File: src/rtl/seg7_hex_reader.sv
// rtl/seg7_hex_reader.sv - debounced seven-segment pattern to hex digit reader
module seg7_hex_reader #(
    parameter int unsigned STABLE_CNT = 4,
    parameter bit          ACTIVE_LOW = 1'b0
) (
    input  logic       clk,
    input  logic       reset_n,
    input  logic [6:0] seg_in,
    input  logic       seg_valid,
    output logic [3:0] hex_out,
    output logic       err,
    output logic       out_valid,
    input  logic       out_ready,
    output logic       overrun
);

    localparam logic [3:0] STABLE = 4'(STABLE_CNT);

    logic [6:0] pat;
    logic [3:0] dec_hex;
    logic       dec_err;

    logic [6:0] last_pat_q, last_pat_d;
    logic [3:0] cnt_q, cnt_d;
    logic       match;
    logic       accept;

    logic [3:0] hex_q, hex_d;
    logic       err_q, err_d;
    logic       valid_q, valid_d;
    logic       overrun_q, overrun_d;
    logic       xfer;

    // Polarity normalisation so the rest of the logic is always active-high
    assign pat = ACTIVE_LOW ? ~seg_in : seg_in;

    // Glyph lookup; anything that is not one of the sixteen glyphs is an error with digit 0
    always_comb begin
        dec_hex = 4'h0;
        dec_err = 1'b0;
        unique case (pat)
            7'h3F:   dec_hex = 4'h0;
            7'h06:   dec_hex = 4'h1;
            7'h5B:   dec_hex = 4'h2;
            7'h4F:   dec_hex = 4'h3;
            7'h66:   dec_hex = 4'h4;
            7'h6D:   dec_hex = 4'h5;
            7'h7D:   dec_hex = 4'h6;
            7'h07:   dec_hex = 4'h7;
            7'h7F:   dec_hex = 4'h8;
            7'h6F:   dec_hex = 4'h9;
            7'h77:   dec_hex = 4'hA;
            7'h7C:   dec_hex = 4'hB;
            7'h39:   dec_hex = 4'hC;
            7'h5E:   dec_hex = 4'hD;
            7'h79:   dec_hex = 4'hE;
            7'h71:   dec_hex = 4'hF;
            default: begin
                dec_hex = 4'h0;
                dec_err = 1'b1;
            end
        endcase
    end

    // Run filter: count identical valid samples, saturating, and flag the sample that completes a run.
    // A pattern change restarts the run at 1, which itself completes a run when STABLE_CNT is 1.
    always_comb begin
        last_pat_d = last_pat_q;
        cnt_d      = cnt_q;
        match      = (pat == last_pat_q);
        accept     = 1'b0;
        if (seg_valid) begin
            if (match) begin
                if (cnt_q < STABLE) begin
                    cnt_d = cnt_q + 4'd1;
                end
            end else begin
                last_pat_d = pat;
                cnt_d      = 4'd1;
            end
            accept = (cnt_d == STABLE) && (!match || (cnt_q < STABLE));
        end
    end

    // Output slot: load on accept when the slot is free or being drained, otherwise drop and flag overrun
    always_comb begin
        hex_d     = hex_q;
        err_d     = err_q;
        valid_d   = valid_q;
        overrun_d = overrun_q;
        xfer      = valid_q && out_ready;
        if (accept) begin
            if (!valid_q || out_ready) begin
                hex_d   = dec_hex;
                err_d   = dec_err;
                valid_d = 1'b1;
            end else begin
                overrun_d = 1'b1;
            end
        end else if (xfer) begin
            valid_d = 1'b0;
        end
    end

    // State registers
    always_ff @(posedge clk or negedge reset_n) begin
        if (!reset_n) begin
            last_pat_q <= 7'h00;
            cnt_q      <= 4'd0;
            hex_q      <= 4'h0;
            err_q      <= 1'b0;
            valid_q    <= 1'b0;
            overrun_q  <= 1'b0;
        end else begin
            last_pat_q <= last_pat_d;
            cnt_q      <= cnt_d;
            hex_q      <= hex_d;
            err_q      <= err_d;
            valid_q    <= valid_d;
            overrun_q  <= overrun_d;
        end
    end

    assign hex_out   = hex_q;
    assign err       = err_q;
    assign out_valid = valid_q;
    assign overrun   = overrun_q;

endmodule

File: config.mk
export PLATFORM = sky130hd
export DESIGN_NAME = seg7_hex_reader
export DESIGN_NICKNAME = d
export VERILOG_FILES = /design/src/rtl/seg7_hex_reader.sv
export SDC_FILE = /design/constraint.sdc
export NUM_CORES = 1
export LEC_CHECK = 0
export CAP_MARGIN = 20
export CORE_UTILIZATION = 53
export CTS_CLUSTER_SIZE = 8
export DETAILED_ROUTE_END_ITERATION = 16
export PLACE_DENSITY = 0.77
export SLEW_MARGIN = 25
export SYNTH_ARGS = -nofsm -noshare
export SYNTH_HDL_FRONTEND = slang
export SYNTH_SLANG_ARGS = --single-unit
export TNS_END_PERCENT = 5
File: constraint.sdc
create_clock -name clk -period 2.3 [get_ports clk]
set_input_delay 0.46 -clock clk [delete_from_list [all_inputs] [get_ports clk]]
set_output_delay 0.46 -clock clk [all_outputs]
set_load 0.1 [all_outputs]
==> results.json <==
{
  "synth-simple-area-share_pct": 24.4,
  "crit_arrival_ns": 2.37,
  "intPower_mw": 0.490,
  "yosys.area_share.adder_pct": 1.07,
  "initial_core_util_pct": 57.9,
  "die_area_um2": 2400,
  "totalWireLength_um": 2380,
  "finalHoldWorstSlack_ns": 0.481,
  "pwr-share-comb_pct": 19.3,
  "fin_cells": 172,
  "netlist_area_um2": 1170,
  "cts-root-buf": "clkbuf_4",
  "nFillCells": 156,
  "finalCriticalPeriod_ns": 2.19,
  "synthXorXnorAreaFrac_pct": 5.24,
  "total_power_mw": 0.661,
  "ys_seq_area_share_pct": 38.5,
  "grt_pass1_wl_um": 4150,
  "final_layout_size_suffix_gt1_share_pct": 22.8,
  "cts_buffer_depth": 2,
  "power_frac_seq_pct": 51.2,
  "first_pass_iters": 4,
  "netlist-cell-type-count": 42,
  "clockPowerShare_pct": 29.4,
  "clkSinkCount": 18,
  "vdd_drop_max_v": 0.000350,
  "grt_pass1_vias": 956,
  "avgSynthCellArea_um2": 9.43,
  "dieHeight_um": 49.0,
  "cp_cell_sequence": "clkdlybuf4s50_1 -> xor2_1 -> nor4_2 -> nand4_2 -> or3b_1 -> mux2_4",
  "antenna_left": 0,
  "critical_path.max_stage_delay_ns": 0.53,
  "slew_viol_final": 0,
  "area_growth_pct": 21.7,
  "skew_ns": 0.00496,
  "max_freq_mhz": 457,
  "power_switching_mw": 0.172,
  "synthMuxAreaShare_pct": 11.9,
  "setup_violations": 0,
  "cts_setup_buffers": 0,
  "clk_pin_slew_worst_paths_ns": 0.10,
  "critPathRequiredTime_ns": 2.49,
  "synth_ff_type": "dfrtp_1",
  "rsz0062_at_grt": "no",
  "slew_headroom_pct": 81.1,
  "cts_max_level": 1,
  "wl_per_cell_um": 13.8,
  "ff2ff_setup_slack_ns": 0.33,
  "placed_cells": 168,
  "max_slew.worst_pin.slew_ns": 0.279,
  "period_share_pct": 95.1,
  "critPathKind": "input pin to flop",
  "hold_viol_final": 0,
  "ios": 18,
  "antenna_found_initial": 0,
  "nets": 158,
  "gp_congestion": 0.852,
  "num_rows": 16,
  "vias_per_cell": 5.88,
  "io_buffers": 17,
  "grt_usage_pct": 22.5,
  "power_density_nw_per_um2": 464,
  "syn_inst": 124,
  "antenna_cells": 0,
  "dp_hpwl_um": 1790,
  "cts.repair.resized": 0,
  "ys_async_sr_fraction_pct": 100,
  "layout_common_cells": "18 x dfrtp_1, 18 x buf_4, 11 x nor2_1",
  "grt_start_max_net_pins": 19,
  "via_count": 1011,
  "drt_iter0_drc": 20,
  "synth_warnings": 0,
  "crit_path_start_kind": "input pin",
  "leakagePower_nw": 0.627,
  "synth-compound-area-share_pct": 13.9,
  "status": "complete, no violations",
  "synth_edf_count": 0,
  "cts_buffers": 3,
  "critical_path_peak_fanout": 5,
  "drv_cap": 0,
  "clk_latency_ns": 0.29,
  "grt-ovfl-total": 0,
  "cp_slowest_cell": "or3b_1",
  "cts_hold_buffers": 0,
  "switching_share_pct": 26.0,
  "cts_tree": "done",
  "end_kind": "flop",
  "hold_class": "input pin to asynchronous set/reset pin",
  "syn_nets": 136,
  "synth_top_family_by_area": "simple AND/OR/NAND/NOR gates",
  "fp.coreArea_um2": 2020,
  "ys_seq_elements": 18,
  "drcViolationCount": 0,
  "die_w_um": 49.0
}
==> kinds of logic after synthesis <==
| kind of cell | Yosys count |
|---|---|
| DFF | 18 |
| AOI/OAI and AO/OA | 23 |
| and+or+nand+nor | 51 |
| xor gates and xnor gates | 7 |
| adders and majority gates | 1 |
| muxes | 11 |
| buffers and inverters | 13 |
==> layout make-up <==
cell class                 count  area [um2]  share of cell area [%]
sequential                    18         450                    31.6
clock buffer                   4        36.3                    2.55
inverter                       2        7.51                   0.527
timing repair buffer          28         235                    16.5
multi-input combinational     93         661                    46.4
tap                           27        33.8                    2.37
==> cell usage after synthesis, types with 4 or more instances <==
master    instances  area [um2]
nand2b_1          4        25.0
dfrtp_1          18         450
xor2_1            4        35.0
nand2_1           9        33.8
nand3_1           7        35.0
mux2_2            4        45.0
nor2_1           11        41.3
mux2_4            4        60.1
clkbuf_1          8        30.0
==> stage by stage <==
| stage | setup TNS, ns | setup WS (ns) | cell area, um2 | utilization (%) |
|---|---|---|---|---|
| 6_report | 0 | 0.113 | 1420 | 70.4 |
| 5_1_grt | 0 | 0.0154 | 1420 | 70.4 |
| 4_1_cts | 0 | 0.107 | 1420 | 70.4 |
| 3_5_place_dp | -0.960 | -0.208 | 1390 | 68.6 |
| 3_3_place_gp | -0.819 | -0.179 | 1390 | 68.6 |
| 2_1_floorplan | 0 | 0.180 | 1170 | - |
==> flip-flops by register name (all words and copies together) (netlist names) <==
register,flops
cnt_q,4
err,1
hex_out,4
last_pat_q,7
out_valid,1
overrun,1
==> metal layers <==
| layer | global-route usage (%) | wire length (um) | vias to the layer above |
|---|---|---|---|
| met5 | 0 | 0 | - |
| li1 | - | - | 487 |
| met4 | 9.31 | 42 | 0 |
| met1 | 27.7 | 1040 | 487 |
| met3 | 4.05 | 121 | 6 |
| met2 | 38.4 | 1180 | 31 |
==> path summary, 6_finish.rpt <==
check,from,endpoint,cells after the start
max,seg_in[0],hex_out[0]$_DFFE_PN0P_,6
min,reset_n,overrun$_DFFE_PN0P_,2
max reg2reg,last_pat_q[4]$_DFFE_PN0P_,hex_out[0]$_DFFE_PN0P_,5
min reg2reg,hex_out[1]$_DFFE_PN0P_,hex_out[1]$_DFFE_PN0P_,1
max in group asynchronous,reset_n,cnt_q[3]$_DFFE_PN0P_,2
min in group clk,hex_out[1]$_DFFE_PN0P_,hex_out[1]$_DFFE_PN0P_,1
==> power by group through the flow <==
stage               Combinational (mW)  Clock, mW  Sequential [mW]
CTS                              0.129      0.198            0.339
finish                           0.128      0.195            0.339
global placement                 0.124          0            0.344
global route                     0.142      0.210            0.341
detailed placement               0.128          0            0.346
floorplan                       0.0791          0            0.343
==> worst max-delay path, delay by kind of cell <==
kind	cells	cell delay [ns]
xor+xnor	1	0.18
mux	1	0.34
buf+inv	1	0.44
simple gates	3	0.96
(Power assumes the default switching activity.)
